$ cat src/rtl/pd_row_stream_decoder.sv
// pd_row_stream_decoder: consumes the pdShank pixel FIFO, rebuilds rows and frames,
// pairs each signal sample with its reset sample and streams out CDS pixels.
// Framing errors are counted and the decoder falls back to hunting for a frame start.
module pd_row_stream_decoder #(
    parameter int NCOL = 10,
    parameter int DW   = 10
) (
    input  logic                 clk_in,
    input  logic                 fsm_rst,
    input  logic                 fifo_empty,
    input  logic [15:0]          fifo_dout,
    output logic                 fifo_rd_en,
    input  logic [9:0]           numRows,
    output logic                 pix_valid,
    input  logic                 pix_ready,
    output logic [9:0]           pix_row,
    output logic [3:0]           pix_col,
    output logic [DW-1:0]        pix_sig,
    output logic [DW-1:0]        pix_rst,
    output logic signed [DW:0]   pix_diff,
    output logic                 pix_sof,
    output logic                 pix_eof,
    output logic                 frame_done,
    output logic [9:0]           frameCount,
    output logic                 err_pulse,
    output logic [7:0]           err_count
);

    typedef enum logic [1:0] {SYNC, SIG, RST} state_t;

    state_t          state, state_next;
    logic [3:0]      col;
    logic [9:0]      row;
    logic [9:0]      numrows_l;
    logic [DW-1:0]   sig_buf [NCOL];

    logic [3:0]      w_col;
    logic            w_flag;
    logic            w_rsv;
    logic [DW-1:0]   w_data;
    logic            accept;
    logic            col_last;
    logic            row_last;
    logic            word_ok;
    logic            frame_start;
    logic            store_sig;
    logic            load_pix;
    logic            err_det;
    logic            handshake;

    // Reset sample minus signal sample, widened by one bit so it never wraps.
    function automatic logic signed [DW:0] cds_diff(input logic [DW-1:0] r, input logic [DW-1:0] s);
        return $signed({1'b0, r}) - $signed({1'b0, s});
    endfunction

    // Error counter sticks at its maximum instead of wrapping.
    function automatic logic [7:0] sat_inc(input logic [7:0] v);
        return (v == 8'hFF) ? v : v + 8'd1;
    endfunction

    assign w_col     = fifo_dout[15:12];
    assign w_flag    = fifo_dout[11];
    assign w_rsv     = fifo_dout[10];
    assign w_data    = fifo_dout[DW-1:0];
    assign col_last  = (col == 4'(NCOL - 1));
    assign row_last  = (row == numrows_l - 10'd1);
    assign word_ok   = (w_col == col) && !w_rsv && (w_flag == (row == 10'd0));
    // Only the reset half is throttled by the output; signal words always drain.
    assign accept    = (state != RST) || !pix_valid || pix_ready;
    assign fifo_rd_en = !fifo_empty && accept;
    assign handshake = pix_valid && pix_ready;

    // State register.
    always_ff @(posedge clk_in or posedge fsm_rst) begin
        if (fsm_rst) state <= SYNC;
        else         state <= state_next;
    end

    // Next-state decode and per-word strobes.
    always_comb begin
        state_next  = state;
        frame_start = 1'b0;
        store_sig   = 1'b0;
        load_pix    = 1'b0;
        err_det     = 1'b0;
        case (state)
            SYNC: begin
                if (fifo_rd_en && w_col == 4'd0 && w_flag && !w_rsv && numRows != 10'd0) begin
                    frame_start = 1'b1;
                    state_next  = (NCOL == 1) ? RST : SIG;
                end
            end
            SIG: begin
                if (fifo_rd_en) begin
                    if (word_ok) begin
                        store_sig = 1'b1;
                        if (col_last) state_next = RST;
                    end else begin
                        err_det    = 1'b1;
                        state_next = SYNC;
                    end
                end
            end
            RST: begin
                if (fifo_rd_en) begin
                    if (word_ok) begin
                        load_pix = 1'b1;
                        if (col_last) state_next = row_last ? SYNC : SIG;
                    end else begin
                        err_det    = 1'b1;
                        state_next = SYNC;
                    end
                end
            end
            default: state_next = SYNC;
        endcase
    end

    // Row/column position within the frame and latched frame height.
    always_ff @(posedge clk_in or posedge fsm_rst) begin
        if (fsm_rst) begin
            col       <= '0;
            row       <= '0;
            numrows_l <= '0;
        end else if (frame_start) begin
            numrows_l <= numRows;
            row       <= '0;
            col       <= (NCOL == 1) ? 4'd0 : 4'd1;
        end else if (store_sig) begin
            col <= col_last ? 4'd0 : col + 4'd1;
        end else if (load_pix) begin
            if (col_last) begin
                col <= 4'd0;
                row <= row + 10'd1;
            end else begin
                col <= col + 4'd1;
            end
        end else if (err_det) begin
            col <= '0;
            row <= '0;
        end
    end

    // Signal-half sample buffer; contents only matter once the row has been filled.
    always_ff @(posedge clk_in) begin
        if (frame_start)    sig_buf[0]   <= w_data;
        else if (store_sig) sig_buf[col] <= w_data;
    end

    // Output pixel register: loads on a reset-word pop, holds until handshaken.
    always_ff @(posedge clk_in or posedge fsm_rst) begin
        if (fsm_rst) begin
            pix_valid <= 1'b0;
            pix_row   <= '0;
            pix_col   <= '0;
            pix_sig   <= '0;
            pix_rst   <= '0;
            pix_diff  <= '0;
            pix_sof   <= 1'b0;
            pix_eof   <= 1'b0;
        end else if (load_pix) begin
            pix_valid <= 1'b1;
            pix_row   <= row;
            pix_col   <= col;
            pix_sig   <= sig_buf[col];
            pix_rst   <= w_data;
            pix_diff  <= cds_diff(w_data, sig_buf[col]);
            pix_sof   <= (row == 10'd0) && (col == 4'd0);
            pix_eof   <= row_last && col_last;
        end else if (handshake) begin
            pix_valid <= 1'b0;
        end
    end

    // Frame completion and framing-error bookkeeping.
    always_ff @(posedge clk_in or posedge fsm_rst) begin
        if (fsm_rst) begin
            frame_done <= 1'b0;
            frameCount <= '0;
            err_pulse  <= 1'b0;
            err_count  <= '0;
        end else begin
            frame_done <= handshake && pix_eof;
            if (handshake && pix_eof) frameCount <= frameCount + 10'd1;
            err_pulse <= err_det;
            if (err_det) err_count <= sat_inc(err_count);
        end
    end

endmodule

$ cat config.mk
export PLATFORM = sky130hd
export DESIGN_NAME = pd_row_stream_decoder
export DESIGN_NICKNAME = d
export VERILOG_FILES = /design/src/rtl/pd_row_stream_decoder.sv
export SDC_FILE = /design/constraint.sdc
export NUM_CORES = 1
export LEC_CHECK = 0
export CORE_MARGIN = 4
export CORE_UTILIZATION = 55
export CTS_CLUSTER_SIZE = 8
export DETAILED_ROUTE_END_ITERATION = 8
export PLACE_DENSITY_LB_ADDON = 0.2
export RECOVER_POWER = 25
export SYNTH_ARGS = -nofsm -noshare
export SYNTH_HDL_FRONTEND = slang
export SYNTH_SLANG_ARGS = --single-unit
$ cat constraint.sdc
create_clock -name clk_in -period 7.2 [get_ports clk_in]
set_input_delay 0.72 -clock clk_in [delete_from_list [all_inputs] [get_ports clk_in]]
set_output_delay 0.72 -clock clk_in [all_outputs]
set_load 0.02 [all_outputs]
# ---- After elaboration in Yosys (flattened, before gate mapping)
# Memories as Yosys holds them, arrays and structs flattened.
# Index checks and enable logic that the tools add are counted.
dict set report totals {
  register_bits 94
  mem_bits_rw 100
  input_bits 30
  out_inout_bits 69
  word_cells 106
  memories 1
}
# memory depth width read_ports rd_ports_with_merged_regs wr line
set memory_table {}
lappend memory_table {sig_buf 10 10 1 0 1 35} ;# logic [DW-1:0] sig_buf [NCOL];
dict set report classes {
  n_addsub 6
  eq_ne 15
  muxes 38
  bitwise_logic 1
  n_reduce_logical 29
}
# operator count
set ops {}
lappend ops {{$mux W10} 6}
lappend ops {{$mux W4} 6}
lappend ops {{$add A10 B1 Y10 const B} 2}
lappend ops {{$mux W1} 18}
lappend ops {{$mux W2} 7}
lappend ops {{$logic_and A1 B1 Y1} 11}
lappend ops {{$sub A10 B10 Y11} 1}
lappend ops {{$eq A10 B10 Y1} 1}
lappend ops {{$logic_not A10 Y1} 1}
lappend ops {{$ne A2 B2 Y1 const B} 5}
lappend ops {{$reduce_bool A10 Y1} 1}
lappend ops {{$reduce_or A10 Y1} 1}
lappend ops {{$sub A10 B1 Y10 const B} 1}
lappend ops {{$ne A3 B3 Y1 const B} 3}
lappend ops {{$add A8 B1 Y8 const B} 1}
lappend ops {{$eq A8 B8 Y1 const B} 1}
lappend ops {{$logic_not A4 Y1} 2}
lappend ops {{$pmux W2 S3} 1}
lappend ops {{$reduce_and A5 Y1} 1}
lappend ops {{$add A4 B1 Y4 const B} 1}
lappend ops {{$eq A4 B4 Y1} 1}
lappend ops {{$eq A4 B4 Y1 const B} 1}
lappend ops {{$reduce_bool A4 Y1} 1}
lappend ops {{$logic_not A1 Y1} 3}
lappend ops {{other kinds (11)} 12}

# ---- Depth between registers and ports, before layout
# Gate-level depths: netlist (run 1).
dict set report logic_depth {
  word_depth 14
  depth_mapped 14
  depth_no_buf 13
}

# ---- Worst setup path before layout (run 1)
# Ideal clock, no wire load.
dict set report synth_timing {
  kind {register to register}
  from {register col[0]}
  to {register pix_diff[8]}
  setup_ps 127
  arrival_ps 3019
  path_slack_ps 4054
  stages_incl_launch_ff 13
  path_buffers 2
  period_less_slack_ps 3146
  cell_sequence {dfrtp_1 > buf_6 > buf_6 > mux4_2 > mux2_2 > o21ai_0 > ha_1 > a21o_1 > a211oi_1 > nor2_1 > o41ai_1 > xor2_1 > o21ai_0}
}
dict set report synth_between {
  elab_chain_len 6
  word_cells_on_any_way 8
  classes_between {1 x add/sub; 1 x eq/ne; 3 x mux; 2 x reduce/logical; 1 x memory}
}
# element line
set synth_rtl {}
lappend synth_rtl {{from (decl)} 32} ;# logic [3:0] col;
lappend synth_rtl {{from (signal assigned)} 128} ;# col <= (NCOL == 1) ? 4'd0 : 4'd1;
lappend synth_rtl {{from (signal assigned)} 130} ;# col <= col_last ? 4'd0 : col + 4'd1;
lappend synth_rtl {{from (signal assigned)} 136} ;# col <= col + 4'd1;
lappend synth_rtl {{branches (longest 6 deep; another with $sub A10 B10 Y11)} --}
lappend synth_rtl {{to (signal assigned)} 167} ;# pix_diff <= cds_diff(w_data, sig_buf[col]);
lappend synth_rtl {{to (decl)} 20} ;# output logic signed [DW:0] pix_diff,
# Several ways; the timed one is not identified.
# A chain may end at the register's enable or synchronous reset.

# ---- Worst setup path after layout (run 1)
dict set report layout_timing {
  from {register col[0]}
  to {register pix_diff[9]}
}
# Same word-level chain as after synthesis.

==> flow_summary.json, run 1 <==
{
  "drt_wl_total_um": 18800,
  "die-height_um": 135,
  "placementRows": 46,
  "post_cts_resized": 0,
  "peakVddDrop_mv": 0.175,
  "tightest_slew_ns": 1.13,
  "finalMaxSlewViolations": 0,
  "start_kind": "flop",
  "hpwlAfterDp_um": 13100,
  "critPathSlowestCell": "dfrtp_2",
  "cts_tree": "built",
  "synth_most_common_cell": "edfxtp_1",
  "synth-seq-cells": 194,
  "clock_latency_ns": 0.45,
  "clockRootBuffer": "clkbuf_16",
  "path_max_fanout": 27,
  "die_width_um": 135,
  "grt_pass1_wl_um": 30200,
  "grt_pass1_vias": 5720,
  "status": "completed",
  "ys_async_sr_fraction_pct": 48.5,
  "h-tree-depth": 4,
  "path_cells": "buf_4, mux4_2, mux2_2, o21ai_0, ha_1, nand2b_1, a21oi_1, o21ai_0, a211oi_1, o21a_1, o31ai_1",
  "skew_ns": 0.0153,
  "port_buffers": 98,
  "maxCapViolCount": 0,
  "core_region_area_um2": 15800,
  "drc_errors": 0,
  "setup_viol": 0,
  "grtUsageTotal_pct": 21.5,
  "cts.clk_slew.worst_paths_ns": 0.09,
  "antenna_found_initial": 0,
  "cts-hold-fix-buffers": 0,
  "synth_commonest_cells": "100 x edfxtp_1, 94 x dfrtp_1, 73 x nand2_1, 45 x o21ai_0, 30 x mux2_2",
  "fin_nets": 808,
  "slew_headroom_pct": 24.2,
  "synth_edf_count": 100,
  "cpMostUsedCell": "o21ai_0",
  "synth_top_area_cell": "edfxtp_1",
  "setup.worst_path.class": "flop to flop",
  "grt_start_max_net_pins": 73,
  "vias_per_cell": 5.74,
  "syn2layout_area_growth_pct": 20.0,
  "diodes": 0,
  "power.total_w": 0.00255,
  "netlist_instances": 663,
  "ys_types": 69,
  "power.density_nw_per_um2": 239,
  "p_leak_nw": 4.07,
  "final.min_clock_period_ns": 3.83,
  "fin_hold_ws_ns": 0.470,
  "finalCritPeriodShare_pct": 53.3,
  "arrival_ns": 4.18,
  "drtIter0Drc": 472,
  "tns_ns": 0,
  "cts_sinks": 194,
  "cp-end-kind": "flop",
  "cp_slowest_stage_delay_ns": 0.61,
  "min_path_type": "flop to flop",
  "ant_nets": 0,
  "clk_path_buf_depth": 2,
  "drt-pass1-iter-count": 5,
  "final.fill_count": 1098,
  "final_core_util_pct": 67.4,
  "cts_buffers": 17,
  "die_area_um2": 18200,
  "synth_top_cell_area_share_pct": 33.8,
  "final-hold-violation-count": 0,
  "ys_top_cells_by_area": "edfxtp_1 34%, dfrtp_1 26%, mux4_2 5.1%",
  "syn_area_um2": 8880,
  "initial_utilization_pct": 56.1,
  "pin_count": 99,
  "synth-seq-area-share_pct": 60.3,
  "crit_required_ns": 7.55,
  "synth_nets": 716,
  "wl_per_cell_um": 19.1,
  "yosysWarnings": 0,
  "routabilityCongestion": 0.900,
  "overflow": 0,
  "vias": 5647,
  "synth_ff_type": "edfxtp_1",
  "cts_setup_buffers": 0,
  "drive_above_1_share_pct": 17.1,
  "rsz0062_at_grt": "false",
  "avgSynthCellArea_um2": 13.4,
  "timing.fmax_mhz": 261
}
## cells by family after synthesis
group / synth area share [%]
AO/OA/AOI/OAI: 7.06
XOR/XNOR: 3.73
adder cells (fa/ha/maj): 3.32
buffers and inverters: 3.06
flip-flops: 60.3
multiplexers: 11.2
AND/OR/NAND/NOR: 11.4
## critical path, delay by kind of cell (launching register included)
| family | cells | cell delay [ns] |
|---|---|---|
| DFF | 1 | 0.61 |
| muxes | 2 | 0.87 |
| AOI/OAI and AO/OA | 6 | 1.34 |
| buffers and inverters | 1 | 0.48 |
| and+or+nand+nor | 1 | 0.10 |
| adders and majority gates | 1 | 0.33 |
## final timing paths
path | startpoint | end | depth (start not counted) | slack, ns
worst max-delay path | col[0] | pix_diff[9] | 11 | 3.37
worst min-delay path | frameCount[9] | frameCount[9] | 1 | 0.47
worst max register to register | col[0] | pix_diff[9] | 11 | 3.37
worst min register to register | frameCount[9] | frameCount[9] | 1 | 0.47
max in group asynchronous | fsm_rst | col[0] | 3 | 4.84
min in group asynchronous | fsm_rst | frameCount[8] | 2 | 0.89
## layout by cell type, fill, tap and decap left out, types with 16 or more instances in the layout
master	netlist	layout
o21ai_0	45	45
dfrtp_1	94	93
nand2_1	73	73
nand4_1	16	16
edfxtp_1	100	100
mux2_2	30	30
mux4_2	20	20
clkdlybuf4s50_1	0	86
clkbuf_16	0	17
nand3_1	16	16
ha_1	22	22
inv_1	20	19
nor2_1	26	26
xnor2_1	26	26
## layer usage
metal / GRT usage, % / wire (um) / share of wire [%]
met1: 29.9 / 8540 / 46
met3: 4.28 / 769 / 4.1
met2: 34.2 / 9160 / 49
met4: 7.45 / 298 / 1.6
met5: 0 / 0 / 0
## flip-flops by register name, summed over array words and instances, names as in the netlist
| register | count |
|---|---|
| pix_valid | 1 |
| err_count | 8 |
| numrows_l | 10 |
| pix_row | 10 |
| frame_done | 1 |
| pix_rst | 10 |
| frameCount | 10 |
| pix_diff | 11 |
| sig_buf | 100 |
| pix_sig | 10 |
| state | 2 |
| pix_eof | 1 |
| err_pulse | 1 |
| pix_col | 4 |
| col | 4 |
| row | 10 |
| pix_sof | 1 |
## final cells by class
type | count | area [um2] | share of cell area (%)
Clock buffer | 17 | 425 | 3.99
Clock inverter | 15 | 210 | 1.97
Inverter | 21 | 80.1 | 0.751
Multi-Input combinational cell | 416 | 3280 | 30.8
Sequential cell | 194 | 5360 | 50.2
Tap cell | 216 | 270 | 2.54
Timing Repair Buffer | 105 | 1030 | 9.69
## power breakdown
part	switching [W]	internal, W
clock	0.000494	0.000484
sequential	0.0000416	0.00120
combinational	0.000182	0.000143
## metrics by stage
| stage | setup WS (ns) | std cells | instance area [um2] |
|---|---|---|---|
| finish | 3.37 | 984 | 10700 |
| global route | 2.96 | 984 | 10700 |
| CTS | 3.32 | 984 | 10700 |
| detailed placement | 3.38 | 952 | 10000 |
| global placement | 3.42 | 952 | 10000 |
| floorplan | 4.03 | 663 | 8880 |
Power figures use the tool's default switching activity.
==> run 2: changes to the inputs <==
--- a/config.mk
+++ b/config.mk
@@ -6,7 +6,7 @@
 export NUM_CORES = 1
 export LEC_CHECK = 0
 export CORE_MARGIN = 4
-export CORE_UTILIZATION = 55
+export CORE_UTILIZATION = 51
 export CTS_CLUSTER_SIZE = 8
 export DETAILED_ROUTE_END_ITERATION = 8
 export PLACE_DENSITY_LB_ADDON = 0.2
==> constraint.sdc (replaced) <==
create_clock -name clk_in -period 3.16 [get_ports clk_in]
set_input_delay 0.316 -clock clk_in [delete_from_list [all_inputs] [get_ports clk_in]]
set_output_delay 0.316 -clock clk_in [all_outputs]
set_load 0.02 [all_outputs]
==> run 2 against run 1 <==
The run now ends with max-capacitance violations, max-slew violations left; cell count grew 4.9%; global-route usage up 0.096 points; design area up 3.5%.
==> flow_summary.json, run 2 (synthesis results as in run 1) <==
{
  "status": "finished, violations left",
  "violations": "max-capacitance violations, max-slew violations",
  "top_register": "sig_buf",
  "p_comb_share_pct": 13.9,
  "vias_per_cell": 5.84,
  "final.min_clock_period_ns": 3.10,
  "die-height_um": 140,
  "die_area_um2": 19600,
  "die_width_um": 140,
  "tightest_slew_ns": 2.16,
  "grtUsageTotal_pct": 21.6,
  "rrSetupSlack_ns": 0.06,
  "timing.fmax_mhz": 323,
  "instances_no_fill": 1032,
  "final-hold-violation-count": 0,
  "clk_path_buf_depth": 2,
  "cts.clk_slew.worst_paths_ns": 0.07,
  "core_region_area_um2": 16800,
  "antenna_found_initial": 0,
  "cp_slowest_stage_delay_ns": 0.52,
  "overflow": 0,
  "rsz0062_at_grt": "true",
  "clock_latency_ns": 0.44,
  "vias": 6028,
  "diodes": 0,
  "largest_reg_flops": 100,
  "clkPwrFrac_pct": 36.8,
  "cts_tree": "built",
  "placementRows": 47,
  "grt_pass1_vias": 5976,
  "maxCapViolCount": 1,
  "h-tree-depth": 4,
  "routabilityCongestion": 0.888,
  "p_sw_w": 0.00152,
  "crit_required_ns": 3.47,
  "drt_wl_total_um": 20900,
  "drive_above_1_share_pct": 22.4,
  "fin_area_um2": 11000,
  "drtIter0Drc": 552,
  "start_kind": "flop",
  "cp-end-kind": "flop",
  "critPathSlowestCell": "mux4_2",
  "cp_num_buf_inv": 3,
  "multi_input_area_um2": 3360,
  "ant_nets": 0,
  "finalMaxSlewViolations": 49,
  "final_common_cell": "edfxtp_1",
  "drc_errors": 0,
  "port_buffers": 98,
  "path_cells": "buf_4, buf_8, mux4_2, mux2_2, o21ai_2, ha_1, o21ai_1, nor2_2, o41ai_2, buf_4, xor2_1, o21ai_1",
  "setup.worst_path.class": "flop to flop",
  "final.fill_count": 1210,
  "p_leak_nw": 4.29,
  "grt_pass1_wl_um": 33000,
  "grt_start_max_net_pins": 68,
  "timing.final.ws_setup_ns": 0.0634,
  "clockRootBuffer": "clkbuf_16",
  "hpwlAfterDp_um": 14700,
  "drt-pass1-iter-count": 5,
  "finalCritPeriodShare_pct": 98.0,
  "place_ws_ns": -0.125,
  "min_path_type": "input pin to flop",
  "netSwitchingFraction_pct": 26.5,
  "initial_utilization_pct": 52.8,
  "arrival_ns": 3.41,
  "cts-hold-fix-buffers": 0,
  "cts_sinks": 194,
  "cts_buffers": 17,
  "pin_count": 99,
  "wl_per_cell_um": 20.3,
  "placed_cell_area_um2": 10300,
  "placedCellCount": 996,
  "skew_ns": 0.0108,
  "syn2layout_area_growth_pct": 24.2,
  "layout_common_cells": "100 x edfxtp_1, 93 x dfrtp_1, 92 x clkdlybuf4s50_1",
  "fin_nets": 852,
  "pwr-share-seq_pct": 49.3,
  "reg_top3": "sig_buf (100), pix_diff (11)",
  "peakVddDrop_mv": 0.474,
  "p_int_w": 0.00422,
  "slew_headroom_pct": -44.6,
  "setup_viol": 0,
  "power.density_nw_per_um2": 520,
  "seq_area_um2": 5360,
  "path_max_fanout": 12,
  "cp_top_family": "multiplexers"
}
run 2: area by class of cell:
cell class	count	share of cell area [%]
clock buffers	19	3.92
well taps	220	2.49
multi-input cells	416	30.4
inverters	21	0.726
repair buffers	149	12.6
flip-flops and latches	194	48.5
clock inverters	13	1.33
run 2: path summary, 6_finish.rpt:
path / from / end / cells past startpoint
setup / recovery: col[0] / pix_diff[8] / 12
hold / removal: numRows[4] / numrows_l[4] / 3
setup reg to reg: col[0] / pix_diff[8] / 12
hold reg to reg: frameCount[9] / frameCount[9] / 1
max in group asynchronous: fsm_rst / col[0] / 2
min in group asynchronous: fsm_rst / pix_diff[8] / 2
run 2: per-layer routing:
layer  GRT usage (%)  routed length, um  vias to the layer above
met3            4.87               1470                       31
met4            6.17                309                        0
met1            31.1               9300                     3040
met2            33.4               9830                      230
li1                -                  -                     2727
met5               0                  0                        -
run 2: repair_timing:
action,CTS,global route
resized for setup,8,22
gates cloned,0,0
endpoints found under the setup margin,3,4
buffers inserted,0,4
pin swaps,0,5
run 2: per-stage QoR:
step           TNS [ns]  total power (W)  hold WS [ns]  util [%]
2_1_floorplan         0          0.00336         0.412         -
3_3_place_gp    -0.0131          0.00362         0.463      61.5
3_5_place_dp     -0.329          0.00365         0.469      61.5
4_1_cts               0          0.00576         0.324      65.0
5_1_grt          -0.313          0.00597         0.471      65.6
6_report              0          0.00574         0.442      65.6
run 2: worst reg2reg max path, cell delays in order (launching register included):
cell     delay (ns)
dfrtp_2        0.45
buf_4          0.15
buf_8          0.17
mux4_2         0.53
mux2_2         0.30
o21ai_2        0.16
ha_1           0.27
o21ai_1        0.18
nor2_2         0.08
o41ai_2        0.31
buf_4          0.17
xor2_1         0.15
o21ai_1        0.07
run 2: power by group through the flow:
stage | clock network [W] | logic, W | registers [W]
finish | 0.00212 | 0.000797 | 0.00283
global route | 0.00225 | 0.000871 | 0.00284
CTS | 0.00215 | 0.000780 | 0.00283
detailed placement | 0 | 0.000770 | 0.00288
global placement | 0 | 0.000747 | 0.00288
floorplan | 0 | 0.000449 | 0.00291
